### src/rtl/dtm_dmi_master_pkg.sv
// Types shared between the DTM scan block and the DMI transaction engine.
package dmi_pkg;

    typedef enum logic [1:0] {
        DmiNop   = 2'd0,
        DmiRead  = 2'd1,
        DmiWrite = 2'd2,
        DmiRsvd  = 2'd3
    } dmi_op_e;

    typedef enum logic [1:0] {
        StatNoError  = 2'd0,
        StatReserved = 2'd1,
        StatFailed   = 2'd2,
        StatBusy     = 2'd3
    } dmistat_e;

    typedef enum logic [1:0] {
        StIdle  = 2'd0,
        StReq   = 2'd1,
        StRsp   = 2'd2,
        StDrain = 2'd3
    } dmi_fsm_e;

    function automatic logic is_access(input logic [1:0] op);
        return (op == DmiRead) || (op == DmiWrite);
    endfunction

    // A response op of 1 is not a legal DM status; treat it as a failure.
    function automatic dmistat_e rsp_to_stat(input logic [1:0] op);
        return (op == 2'd1) ? StatFailed : dmistat_e'(op);
    endfunction

endpackage

### src/rtl/dtm_dmi_master_if.sv
// DMI request/response bus between the DTM transaction engine and the Debug Module.
interface dtm_dmi_master_if #(
    parameter int unsigned ABITS = 7
);
    logic             req_valid;
    logic             req_ready;
    logic [ABITS-1:0] req_addr;
    logic [31:0]      req_data;
    logic [1:0]       req_op;
    logic             rsp_valid;
    logic             rsp_ready;
    logic [31:0]      rsp_data;
    logic [1:0]       rsp_op;

    modport master (
        output req_valid, req_addr, req_data, req_op, rsp_ready,
        input  req_ready, rsp_valid, rsp_data, rsp_op
    );

    modport slave (
        input  req_valid, req_addr, req_data, req_op, rsp_ready,
        output req_ready, rsp_valid, rsp_data, rsp_op
    );
endinterface

### src/rtl/dtm_dmi_master_timeout_cnt.sv
// Clear/enable counter that flags the TIMEOUT-th enabled cycle since the last clear.
module dmi_timeout_cnt #(
    parameter int unsigned TIMEOUT = 1024
) (
    input  logic clk,
    input  logic rst,
    input  logic i_clr,
    input  logic i_en,
    output logic o_expire
);
    localparam int unsigned CW_RAW  = $clog2(TIMEOUT + 1);
    localparam int unsigned CW      = (CW_RAW < 1) ? 1 : CW_RAW;
    localparam int unsigned LAST_I  = (TIMEOUT == 0) ? 0 : TIMEOUT - 1;
    localparam logic [CW-1:0] LAST  = CW'(LAST_I);
    localparam bit          ENABLED = (TIMEOUT != 0);

    logic [CW-1:0] r_cnt;

    assign o_expire = ENABLED && i_en && (r_cnt == LAST);

    always_ff @(posedge clk or posedge rst) begin
        if (rst) begin
            r_cnt <= '0;
        end else if (i_clr) begin
            r_cnt <= '0;
        end else if (i_en && !o_expire) begin
            r_cnt <= r_cnt + CW'(1);
        end
    end
endmodule

### src/rtl/dtm_dmi_master.sv
// DMI transaction engine: turns DMI Update-DR events into single DM requests, tracks dmistat.
module dtm_dmi_master
    import dmi_pkg::*;
#(
    parameter int unsigned ABITS   = 7,
    parameter int unsigned TIMEOUT = 1024
) (
    input  logic             clk,
    input  logic             rst,
    input  logic             scan_update,
    input  logic [1:0]       scan_op,
    input  logic [ABITS-1:0] scan_addr,
    input  logic [31:0]      scan_data,
    input  logic             scan_capture,
    input  logic             dmireset,
    input  logic             dmihardreset,
    output logic [ABITS-1:0] cap_addr,
    output logic [31:0]      cap_data,
    output logic [1:0]       cap_op,
    output logic [1:0]       dmistat,
    output logic             busy,
    dtm_dmi_master_if.master dmi
);
    dmi_fsm_e         r_state, w_state_nxt;
    dmistat_e         r_dmistat, w_stat_nxt;
    logic [ABITS-1:0] r_req_addr, r_cap_addr;
    logic [31:0]      r_req_data, r_cap_data;
    logic [1:0]       r_req_op;
    logic             r_req_valid, r_rsp_ready, r_busy;
    logic             w_launch, w_rsp_take, w_to_err, w_busy_err;
    logic             w_cnt_clr, w_cnt_en, w_expire;

    dmi_timeout_cnt #(
        .TIMEOUT (TIMEOUT)
    ) u_timeout_cnt (
        .clk      (clk),
        .rst      (rst),
        .i_clr    (w_cnt_clr),
        .i_en     (w_cnt_en),
        .o_expire (w_expire)
    );

    always_comb begin
        w_state_nxt = r_state;
        w_launch    = 1'b0;
        w_rsp_take  = 1'b0;
        w_to_err    = 1'b0;
        unique case (r_state)
            StIdle: begin
                if (scan_update && is_access(scan_op) && (r_dmistat == StatNoError)) begin
                    w_state_nxt = StReq;
                    w_launch    = 1'b1;
                end
            end
            StReq: begin
                if (dmihardreset) begin
                    w_state_nxt = StIdle;
                end else if (r_req_valid && dmi.req_ready) begin
                    w_state_nxt = StRsp;
                end
            end
            StRsp: begin
                // A response arriving alongside a hard reset is already consumed; no drain needed.
                if (dmi.rsp_valid) begin
                    w_state_nxt = StIdle;
                    w_rsp_take  = 1'b1;
                end else if (dmihardreset) begin
                    w_state_nxt = StDrain;
                end else if (w_expire) begin
                    w_state_nxt = StDrain;
                    w_to_err    = 1'b1;
                end
            end
            StDrain: begin
                if (dmi.rsp_valid || w_expire) begin
                    w_state_nxt = StIdle;
                end
            end
            default: w_state_nxt = StIdle;
        endcase
    end

    assign w_cnt_clr  = (w_state_nxt != r_state);
    assign w_cnt_en   = (r_state == StRsp) || (r_state == StDrain);
    assign w_busy_err = (r_state != StIdle) &&
                        ((scan_update && is_access(scan_op)) || scan_capture);

    // Later assignments win: clears beat response/timeout errors, which beat busy errors.
    always_comb begin
        w_stat_nxt = r_dmistat;
        if (r_dmistat == StatNoError) begin
            if (w_busy_err) w_stat_nxt = StatBusy;
            if (w_rsp_take && (dmi.rsp_op != 2'd0)) w_stat_nxt = rsp_to_stat(dmi.rsp_op);
            if (w_to_err) w_stat_nxt = StatFailed;
        end
        if (dmireset || dmihardreset) w_stat_nxt = StatNoError;
    end

    always_ff @(posedge clk or posedge rst) begin
        if (rst) begin
            r_state     <= StIdle;
            r_dmistat   <= StatNoError;
            r_req_valid <= 1'b0;
            r_rsp_ready <= 1'b0;
            r_busy      <= 1'b0;
            r_req_addr  <= '0;
            r_req_data  <= '0;
            r_req_op    <= '0;
            r_cap_addr  <= '0;
            r_cap_data  <= '0;
        end else begin
            r_state     <= w_state_nxt;
            r_dmistat   <= w_stat_nxt;
            r_req_valid <= (w_state_nxt == StReq);
            r_rsp_ready <= (w_state_nxt == StRsp) || (w_state_nxt == StDrain);
            r_busy      <= (w_state_nxt != StIdle);
            if (w_launch) begin
                r_req_addr <= scan_addr;
                r_req_data <= scan_data;
                r_req_op   <= scan_op;
                r_cap_addr <= scan_addr;
            end
            if (w_rsp_take) begin
                r_cap_data <= dmi.rsp_data;
            end
        end
    end

    assign dmi.req_valid = r_req_valid;
    assign dmi.req_addr  = r_req_addr;
    assign dmi.req_data  = r_req_data;
    assign dmi.req_op    = r_req_op;
    assign dmi.rsp_ready = r_rsp_ready;

    assign cap_addr = r_cap_addr;
    assign cap_data = r_cap_data;
    assign dmistat  = r_dmistat;
    assign busy     = r_busy;
    assign cap_op   = r_busy ? StatBusy : r_dmistat;
endmodule

### src/flat_wrapper.sv
// flat-port wrapper written by rule: the top's interface ports become plain ports
module dtm_dmi_master_flat import dmi_pkg::*;
#(
    parameter int unsigned ABITS   = 7,
    parameter int unsigned TIMEOUT = 1024
)
  (clk, rst, scan_update, scan_op, scan_addr, scan_data, scan_capture, dmireset, dmihardreset, cap_addr, cap_data, cap_op, dmistat, busy, dmi_req_valid, dmi_req_addr, dmi_req_data, dmi_req_op, dmi_rsp_ready, dmi_req_ready, dmi_rsp_valid, dmi_rsp_data, dmi_rsp_op);
  dtm_dmi_master_if #(.ABITS(ABITS)) dmi_i ();
  input  logic clk;
  input  logic rst;
  input  logic scan_update;
  input  logic [1:0] scan_op;
  input  logic [ABITS-1:0] scan_addr;
  input  logic [31:0] scan_data;
  input  logic scan_capture;
  input  logic dmireset;
  input  logic dmihardreset;
  output logic [ABITS-1:0] cap_addr;
  output logic [31:0] cap_data;
  output logic [1:0] cap_op;
  output logic [1:0] dmistat;
  output logic busy;
  output wire logic [$bits(dmi_i.req_valid)-1:0] dmi_req_valid;
  output wire logic [$bits(dmi_i.req_addr)-1:0] dmi_req_addr;
  output wire logic [$bits(dmi_i.req_data)-1:0] dmi_req_data;
  output wire logic [$bits(dmi_i.req_op)-1:0] dmi_req_op;
  output wire logic [$bits(dmi_i.rsp_ready)-1:0] dmi_rsp_ready;
  input wire logic [$bits(dmi_i.req_ready)-1:0] dmi_req_ready;
  input wire logic [$bits(dmi_i.rsp_valid)-1:0] dmi_rsp_valid;
  input wire logic [$bits(dmi_i.rsp_data)-1:0] dmi_rsp_data;
  input wire logic [$bits(dmi_i.rsp_op)-1:0] dmi_rsp_op;
  assign dmi_req_valid = dmi_i.req_valid;
  assign dmi_req_addr = dmi_i.req_addr;
  assign dmi_req_data = dmi_i.req_data;
  assign dmi_req_op = dmi_i.req_op;
  assign dmi_rsp_ready = dmi_i.rsp_ready;
  assign dmi_i.req_ready = dmi_req_ready;
  assign dmi_i.rsp_valid = dmi_rsp_valid;
  assign dmi_i.rsp_data = dmi_rsp_data;
  assign dmi_i.rsp_op = dmi_rsp_op;
  dtm_dmi_master #(.ABITS(ABITS), .TIMEOUT(TIMEOUT)) u_core (.clk(clk), .rst(rst), .scan_update(scan_update), .scan_op(scan_op), .scan_addr(scan_addr), .scan_data(scan_data), .scan_capture(scan_capture), .dmireset(dmireset), .dmihardreset(dmihardreset), .cap_addr(cap_addr), .cap_data(cap_data), .cap_op(cap_op), .dmistat(dmistat), .busy(busy), .dmi(dmi_i));
endmodule
### config.mk
export PLATFORM = sky130hd
export DESIGN_NAME = dtm_dmi_master_flat
export DESIGN_NICKNAME = d
export VERILOG_FILES = /design/src/rtl/dtm_dmi_master_pkg.sv /design/src/rtl/dtm_dmi_master_if.sv /design/src/rtl/dtm_dmi_master_timeout_cnt.sv /design/src/rtl/dtm_dmi_master.sv /design/src/flat_wrapper.sv
export SDC_FILE = /design/constraint.sdc
export NUM_CORES = 1
export LEC_CHECK = 0
export CAP_MARGIN = 20
export CELL_PAD_IN_SITES_DETAIL_PLACEMENT = 0
export CELL_PAD_IN_SITES_GLOBAL_PLACEMENT = 1
export CORE_AREA = 2 2 109 111
export CTS_CLUSTER_SIZE = 25
export DETAILED_ROUTE_END_ITERATION = 7
export DIE_AREA = 0 0 111 113
export HOLD_SLACK_MARGIN = 0.03
export MAX_ROUTING_LAYER = met4
export PLACE_DENSITY = 0.85
export RECOVER_POWER = 50
export SKIP_CTS_REPAIR_TIMING = 1
export SYNTH_ARGS = -nofsm -noshare
export SYNTH_HDL_FRONTEND = slang
export SYNTH_HIERARCHICAL = 1
export SYNTH_SLANG_ARGS = --single-unit
### constraint.sdc
create_clock -name clk -period 5.4 [get_ports clk]
set_input_delay 1.08 -clock clk [delete_from_list [all_inputs] [get_ports clk]]
set_output_delay 1.08 -clock clk [all_outputs]
set_load 0.03 [all_outputs]
---- Word-level counts from Yosys, hierarchy flattened ----
Index checks and enable logic that the tools add are counted.
operators by class
  add/sub/neg operators ................... 1
  equality and inequality tests ........... 11
  multiplexer cells ....................... 25
  reductions and logical operators ........ 23
operators by type and width
  operator                                         number
  2-to-1 mux 2 bit                                 14
  2-to-1 mux 11 bit                                2
  adder 11 x 1 -> 11 bit, second input constant    1
  == test 11 x 10 -> 1 bit, second input constant  1
  == test 2 bit, second input constant             5
  nonzero test 2 bit                               5
  == test 2 x 1 -> 1 bit, second input constant    4
  2-to-1 mux 1 bit                                 8
  case mux 2 bit (4 select lines)                  1
  logical AND 1 bit                                7
  logical OR 1 bit                                 6
  zero test 2 bit                                  2
  nonzero test 4 bit                               1
  inequality test 2 bit                            1
  AND reduction 2 bit                              1
  zero test 1 bit                                  1
word-level totals
  register bits ........................... 91
  input port bits ......................... 83
  word-level logic and storage cells ...... 70

---- Longest topological paths before layout ----
Gate-level depths: netlist of run 1.
  depth after elaboration ................. 10
  depth in mapped cells ................... 12

---- Cells and area by module ----
Netlist of run 1, hierarchy kept.
modules (own cells, without submodules)
  module           instances  cells each  area each (um^2)  sequential area each (um^2)
  dtm_dmi_master   1          209         3328.2            2001.9
  dmi_timeout_cnt  1          63          586.8             275.3

---- Worst setup path after synthesis of run 1 ----
No wires, ideal clock.
  kind .................................... register -> register
  start ................................... reg u_core.u_timeout_cnt.r_cnt[0]
  end ..................................... reg u_core.u_timeout_cnt.r_cnt[2]
  arrival ................................. 2.364 ns
  required time ........................... 5.267 ns
  path slack .............................. 2.903 ns
  stages on the path, launching flop included .. 11
  buffers on the path ..................... 2
  period minus slack after synthesis ...... 2.497 ns
  path through ............................ dfrtp_1 > ha_1 > nand4_2 > or2_0 > clkbuf_2 > nor4_1 > nor3_1 > o211ai_1 > mux2i_1 > dlygate4sd1_1 > nor3_1
between the ends
  cells in the longest elaborated chain, start to end .. 8
  elaborated cells on any way between the ends .. 15
  classes of those cells .................. 1 x add/sub; 2 x eq/ne; 7 x mux; 5 x reduce/logical
RTL lines
  item                                                            line                              source
  start: declaration                                              dtm_dmi_master_timeout_cnt.sv:17  logic [CW-1:0] r_cnt;
  start signal: assignment                                        dtm_dmi_master_timeout_cnt.sv:27  r_cnt <= r_cnt + CW'(1);
  == test 11 x 10 -> 1 bit *                                      dtm_dmi_master_timeout_cnt.sv:19  assign o_expire = ENABLED && i_en && (r_cnt == LAST);
  logical AND 1 bit *                                             dtm_dmi_master_timeout_cnt.sv:19
  named net u_core.w_expire                                       dtm_dmi_master.sv:31              logic w_cnt_clr, w_cnt_en, w_expire;
  2-to-1 mux 2 bit                                                dtm_dmi_master.sv:69              end else if (w_expire) begin
  2-to-1 mux 2 bit                                                dtm_dmi_master.sv:67              end else if (dmihardreset) begin
  2-to-1 mux 2 bit                                                dtm_dmi_master.sv:64              if (dmi.rsp_valid) begin
  case mux 2 bit (4 select lines) *                               dtm_dmi_master.sv:48              unique case (r_state)
  named net u_core.w_state_nxt[0]                                 dtm_dmi_master.sv:24              dmi_fsm_e r_state, w_state_nxt;
  inequality test 2 bit *                                         dtm_dmi_master.sv:83              assign w_cnt_clr = (w_state_nxt != r_state);
  named net u_core.w_cnt_clr                                      dtm_dmi_master.sv:31
  2-to-1 mux 11 bit / nonzero test 2 bit (equally long branches)  n/a
Mark *: on every way through the listed nets, which the timed path passes. The rest lies on a longest branch. The select of a mux whose other input is x is not followed.
A chain may end at the register's enable or synchronous reset.

---- Final worst setup path of run 1 ----
  start ................................... in dmi_rsp_valid
  end ..................................... reg u_core.r_cap_data[28] (netlist: u_core/cap_data[28])
between the ends
  cells in the longest elaborated chain, start to end .. 2
RTL lines
  item                    line                   source
  start: declaration      flat_wrapper.sv:29     input wire logic [$bits(dmi_i.rsp_valid)-1:0] dmi_rsp_valid;
  2-to-1 mux 1 bit        dtm_dmi_master.sv:64
  2-to-1 mux 1 bit        dtm_dmi_master.sv:48
  end signal: assignment  dtm_dmi_master.sv:124  r_cap_data <= dmi.rsp_data;
  end: declaration        dtm_dmi_master.sv:27   logic [31:0] r_req_data, r_cap_data;
No other way between the ends.

==> impl_metrics.json, run 1 <==
{
  "synth_cell_type_count": 44,
  "use_met2_pct": 24.7,
  "synthesis.instances": 272,
  "timing.hold.worst.start": "u_core/dmi.req_op[1]",
  "min-delay-path-class": "flop to flop",
  "register_bit_total_from_synthesis": 91,
  "final.setup_skew_ns": 0.00729,
  "power.switching_mw": 1.30,
  "final-hold-violation-count": 0,
  "drcViolationCount": 0,
  "worst-endpoint-arrival_ns": 3.61,
  "cts-root-buf": "clkbuf_16",
  "port_buffers": 169,
  "totalWireLength_mm": 9.15,
  "drive_gt1_share_pct": 21.5,
  "post_drt_wl_per_cell_um": 15.7,
  "place_congestion": 0.768,
  "hold_depth": 2,
  "clock_insertion_delay_worst_skew_ns": 0.33,
  "clock-sinks": 91,
  "antenna-diode-count": 0,
  "cpPeakStageDelay_ns": 1.34,
  "detailedPlacementHpwl_mm": 6.75,
  "final_nets": 520,
  "finalSetupViolations": 0,
  "grt_use_total_pct": 15.1,
  "post_drt_via_cell_ratio": 4.70,
  "synth_edf_count": 0,
  "critical_path.slowest_cell": "clkbuf_1",
  "die_x_um": 111,
  "worstMarginPinSlew_ns": 1.86,
  "path_class": "input pin to flop",
  "tritoncts.num_buffers": 9,
  "detail_route.first_pass.iterations": 4,
  "final.min_clock_period_ns": 3.40,
  "areaGrowthSynthToFinish_pct": 52.8,
  "power.switching_fraction_pct": 37.2,
  "global_route.usage.met1_pct": 19.0,
  "clockBufferDepth": 2,
  "min_delay_worst_endpoint": "u_core/dmi.req_op[1]",
  "violated_checks": "max-capacitance violations, max-slew violations",
  "max-vdd-ir-drop_v": 0.000286,
  "static-leakage-power_nw": 2.67,
  "die_height_um": 113,
  "flip_flop_cell_with_the_highest_count_after_synthesis": "dfrtp_1",
  "number_of_antenna_violations_at_the_first_check_in_global_routing": 0,
  "max-cap-violations": 2,
  "layer_carrying_the_most_global_route_usage": "met2",
  "pwr_density_cell_mw_per_mm2": 585,
  "first_pass_grt_wire_length_mm": 14.5,
  "dr.first_iter.drc_count": 92,
  "cts.clk_slew.worst_paths_ns": 0.07,
  "syn-cell-area_mm2": 0.00392,
  "groute.layer.met3.usage_pct": 2.20,
  "via_count": 2742,
  "multi_input_combinational_cell_area_mm2": 0.00146,
  "final_max_slew_viol_count": 71,
  "fmax_mhz": 294,
  "regArea_mm2": 0.00228,
  "worstSetupEndpointType": "flop",
  "core_mm2": 0.0113,
  "finalPower_mw": 3.50,
  "antenna_left": 0,
  "filler_cell_count": 965,
  "clock_tree_from_tritoncts": "yes",
  "share_seq_of_total_power_pct": 31.4,
  "num_io_pins": 170,
  "status": "complete, but fails checks",
  "worst_r2r_startpoint": "u_core/u_timeout_cnt/r_cnt[0]",
  "first_global_vias": 2821,
  "async_reset_ff_share_pct": 100,
  "pwr-share-clk_pct": 19.6,
  "maximum_number_of_pins_on_one_net_before_global_route_repair": 46,
  "h_tree_depth": 3,
  "reg2regPathDepth": 9,
  "p_int_mw": 2.20,
  "sum_of_negative_setup_slack_ns": 0,
  "post-route-period-util_pct": 63.0,
  "mappedNetlistNets": 356,
  "grt-ovfl-total": 0,
  "fp.dieArea_mm2": 0.0125,
  "critical_path.max_fanout": 33,
  "reg2reg_setup_slack_ns": 2.20,
  "core.rowCount": 39,
  "initial_core_util_pct": 34.7,
  "grt_setup_unrepaired": "no",
  "critical_path.cell_chain": "dlygate4sd3_1 > nand3b_1 > clkbuf_1 > mux2_2",
  "slew_headroom_pct": -23.7,
  "cp_data_required_time_ns": 5.61,
  "avgSynthCellArea_um2": 14.4,
  "synth.yosys.warnings": 6,
  "synth.yosys.seq_area_share_pct": 58.2,
  "worstReg2RegEnd": "u_core/u_timeout_cnt/r_cnt[10]",
  "power.share.combinational_pct": 48.9,
  "cp-start-kind": "input pin"
}
[worst max path at each step]
stage / to / cells after the start / startpoint / slack, ns
floorplan: u_core/busy / 1 / rst / 2.27
global placement: u_core/u_timeout_cnt/r_cnt[10] / 7 / scan_op[0] / 2.02
detailed placement: u_core/u_timeout_cnt/r_cnt[10] / 7 / scan_op[0] / 1.98
CTS: u_core/u_timeout_cnt/r_cnt[10] / 9 / u_core/u_timeout_cnt/r_cnt[0] / 2.25
global route: u_core/dmi.req_data[28] / 3 / rst / 1.60
finish: u_core/cap_data[28] / 4 / dmi_rsp_valid / 2.00
[critical path: cells and delay by family]
family | cells | cell delay (ns)
and+or+nand+nor | 1 | 0.11
buffers and inverters | 2 | 1.95
muxes | 1 | 0.45
[metal layers]
metal / vias to the layer above / part of all wire (%)
met5: - / 0
met4: 0 / 1.6
met3: 12 / 4.3
met2: 107 / 51
met1: 1341 / 43
li1: 1282 / -
[sequential cells by signal (all words and copies together), names as in the netlist]
signal,flops
u_core/busy,1
u_core/cap_addr,7
u_core/cap_data,32
u_core/dmi.req_data,32
u_core/dmi.req_op,2
u_core/dmi.req_valid,1
u_core/dmi.rsp_ready,1
u_core/dmistat,2
u_core/r_state,2
u_core/u_timeout_cnt/r_cnt,11
[Yosys cell counts (all sizes together) (2+ instances only)]
master | count | area (um2)
dfrtp | 91 | 2280
mux2 | 72 | 946
buf | 16 | 129
nand2 | 11 | 41.3
nor2 | 10 | 37.5
a21oi | 7 | 35.0
inv | 7 | 26.3
nor3 | 7 | 35.0
o21ai | 6 | 30.0
nand3 | 5 | 37.5
o31ai | 4 | 30.0
nand4 | 3 | 25.0
or2 | 3 | 18.8
or4 | 3 | 22.5
clkbuf | 2 | 8.75
mux2i | 2 | 20.0
nor4 | 2 | 27.5
o211ai | 2 | 15.0
xor2 | 2 | 17.5
[layout by cell type (no fill, tap or decap), types with 2 or more instances in the layout]
cell type        instances
mux2_2                  35
or4_1                    3
mux2_4                  36
bufinv_16                2
inv_6                    3
or2_2                    2
nor2_1                  10
o211ai_1                 2
nand4_1                  3
inv_1                    6
clkbuf_16                9
mux2i_1                  2
nor3_1                   7
nand2_1                 11
a21oi_1                  7
dfrtp_1                 91
clkdlybuf4s50_1        161
dlygate4sd3_1            8
nand3_1                  4
o31ai_1                  4
xor2_1                   2
o21ai_0                  6
[cells by family after synthesis]
family | synth area share, %
xor gates and xnor gates | 0.671
adders and majority gates | 0.320
DFF | 58.2
buffers and inverters | 4.41
AOI/OAI and AO/OA | 4.06
and+or+nand+nor | 7.70
muxes | 24.7
[power by group through the flow]
stage	logic, mW	clock network [mW]	registers (mW)
after floorplan	0.528	0	1.63
after global placement	1.72	0	1.10
after detailed placement	1.73	0	1.12
after CTS	1.74	0.714	1.11
after global routing	1.78	0.741	1.14
final	1.71	0.688	1.10
[through the flow]
stage	hold WS [ns]	util [%]	instance area (um2)	worst slack (ns)	std cells
CTS	0.498	53.2	6000	2.25	584
detailed placement	0.483	50.2	5660	1.98	568
global route	0.517	53.1	5980	1.60	584
floorplan	0.508	-	3920	2.27	272
finish	0.494	53.1	5980	2.00	584
global placement	0.474	50.2	5660	2.02	568
[final cells by class]
type / count / share of cell area, %
Sequential cell: 91 / 38.1
Multi-Input combinational cell: 155 / 24.4
Inverter: 7 / 0.460
Clock buffer: 10 / 3.99
Tap cell: 143 / 2.99
Clock inverter: 6 / 1.57
Timing Repair Buffer: 172 / 28.5
(Power assumes the default switching activity.)
==> run 2, diff against run 1 <==
CORE_AREA = 2 2 112 114   (was 2 2 109 111)
DIE_AREA = 0 0 114 116   (was 0 0 111 113)
PLACE_DENSITY = 0.81   (was 0.85)
clock period = 3.4 ns   (was 5.4 ns; I/O delays follow)
==> run 2 against run 1 <==
The flow still finishes with violations (max-capacitance violations, max-slew violations). Critical path depth up 1. Design area up 0.59%. Clock skew about the same. Die area up 5.4%. First-iteration DRC count up 120%. Non-clock buffer count up 2. Largest power group unchanged.
==> impl_metrics.json, run 2 (synthesized netlist as in run 1, its figures left out) <==
{
  "cp_num_buf_inv": 2,
  "final_cell_count_no_fill": 590,
  "path_class": "input pin to flop",
  "worstSetupEndpointType": "flop",
  "most-common-layout-cells": "clkdlybuf4s50_1, dfrtp_1, mux2_4, mux2_2, dlygate4sd3_1",
  "antenna-diode-count": 0,
  "max-vdd-ir-drop_v": 0.000298,
  "num_io_pins": 170,
  "cts-root-buf": "clkbuf_16",
  "p_int_mw": 3.51,
  "final_max_slew_viol_count": 43,
  "h_tree_depth": 3,
  "cts.clk_slew.worst_paths_ns": 0.06,
  "cp_data_required_time_ns": 3.61,
  "status": "complete, but fails checks",
  "worst-endpoint-arrival_ns": 3.05,
  "min-delay-path-class": "flop to flop",
  "pwr_density_cell_mw_per_mm2": 928,
  "drcViolationCount": 0,
  "violated_checks": "max-capacitance violations, max-slew violations",
  "die_x_um": 114,
  "power.switching_mw": 2.08,
  "share_seq_of_total_power_pct": 31.5,
  "final.min_clock_period_ns": 2.84,
  "dp.cells": 574,
  "finalPower_mw": 5.58,
  "power.share.combinational_pct": 49.0,
  "path_delay_family": "buffers and inverters",
  "critical_path.max_fanout": 44,
  "first_pass_grt_wire_length_mm": 14.7,
  "detailedPlacementHpwl_mm": 7.14,
  "antenna_left": 0,
  "sum_of_negative_setup_slack_ns": 0,
  "port_buffers": 169,
  "power.switching_fraction_pct": 37.2,
  "maximum_number_of_pins_on_one_net_before_global_route_repair": 45,
  "first_global_vias": 2724,
  "post_drt_via_cell_ratio": 4.70,
  "final_nets": 522,
  "core_mm2": 0.0119,
  "clock-sinks": 91,
  "worstMarginPinSlew_ns": 2.02,
  "pwr-share-clk_pct": 19.5,
  "final-hold-violation-count": 0,
  "core.rowCount": 40,
  "cp-start-kind": "input pin",
  "drive_gt1_share_pct": 22.3,
  "fmax_mhz": 352,
  "place_worst_setup_slack_ns": 0.762,
  "max-cap-violations": 1,
  "slew_headroom_pct": -35.2,
  "grt_setup_unrepaired": "no",
  "totalWireLength_mm": 9.64,
  "post-route-period-util_pct": 83.6,
  "clock_tree_from_tritoncts": "yes",
  "grt-ovfl-total": 0,
  "setup_ws_post_layout_ns": 0.556,
  "cpPeakStageDelay_ns": 0.78,
  "most_frequent_standard_cell_in_the_layout_excluding_fill_and_tap_cells": "clkdlybuf4s50_1",
  "detail_route.first_pass.iterations": 4,
  "grt_use_total_pct": 14.8,
  "initial_core_util_pct": 32.9,
  "finalSetupViolations": 0,
  "die_height_um": 116,
  "post-route-util_pct": 50.5,
  "tritoncts.num_buffers": 9,
  "number_of_antenna_violations_at_the_first_check_in_global_routing": 0,
  "clockBufferDepth": 2,
  "critical_path.cell_chain": "clkdlybuf4s50_1 > xor2_1 > nand3_4 > clkbuf_2 > mux2_4",
  "clock_insertion_delay_worst_skew_ns": 0.34,
  "place_congestion": 0.721,
  "dr.first_iter.drc_count": 202,
  "static-leakage-power_nw": 2.70,
  "critical_path.slowest_cell": "clkbuf_2",
  "post_drt_wl_per_cell_um": 16.3,
  "via_count": 2772,
  "fp.dieArea_mm2": 0.0132,
  "areaGrowthSynthToFinish_pct": 53.7,
  "final.setup_skew_ns": 0.00726
}
==> run 2: cell count changes in the layout (fill, tap and decap cells not counted), sizes merged <==
cell | before | now
clkdlybuf4s50 | 161 | 157
dlygate4sd3 | 8 | 12
clkbuf | 12 | 13
clkinv | 0 | 1
inv | 9 | 7
buf | 1 | 3
==> run 2: final timing paths <==
check / from / endpoint / slack [ns] / cells past startpoint
max in group asynchronous: rst / u_core/cap_data[0] / 1.13 / 2
setup / recovery: scan_op[0] / u_core/dmi.req_data[4] / 0.56 / 5
setup reg to reg: u_core/u_timeout_cnt/r_cnt[0] / u_core/u_timeout_cnt/r_cnt[10] / 0.86 / 12
hold / removal: u_core/dmi.req_op[1] / u_core/dmi.req_op[1] / 0.50 / 2
min in group asynchronous: rst / u_core/u_timeout_cnt/r_cnt[7] / 0.82 / 2
hold reg to reg: u_core/dmi.req_op[1] / u_core/dmi.req_op[1] / 0.50 / 2
==> run 2: final cells by class <==
type | count | area [um2]
Clock buffer | 11 | 243
Timing Repair Buffer | 174 | 1740
Clock inverter | 5 | 85.1
Sequential cell | 91 | 2280
Inverter | 7 | 27.5
Multi-Input combinational cell | 155 | 1470
Tap cell | 147 | 184
Fill cell | 1070 | 5890
==> run 2: through the flow <==
stage,hold WS (ns),instance area (um2)
6_report,0.497,6020
5_1_grt,0.514,6020
4_1_cts,0.508,6020
3_5_place_dp,0.492,5700
3_3_place_gp,0.466,5700
2_1_floorplan,0.508,3920
==> run 2: power groups by stage <==
stage               Clock [mW]  Sequential [mW]  Combinational (mW)
floorplan                    0             2.58               0.838
global placement             0             1.77                2.73
detailed placement           0             1.78                2.76
CTS                       1.11             1.77                2.77
global route              1.16             1.82                2.85
finish                    1.09             1.76                2.74
==> run 2: worst min-delay path: stages, from the launching register on <==
cell	delay, ns
dfrtp_1	0.34
nand2_1	0.04
o21ai_0	0.07
==> run 2: metal layers <==
| layer | routed length (um) | track usage (%) | up-vias |
|---|---|---|---|
| met5 | 0 | - | - |
| met4 | 144 | 5.04 | 0 |
| met3 | 646 | 4.18 | 12 |
| met2 | 4740 | 23.6 | 96 |
| met1 | 4120 | 18.2 | 1374 |
| li1 | - | - | 1290 |
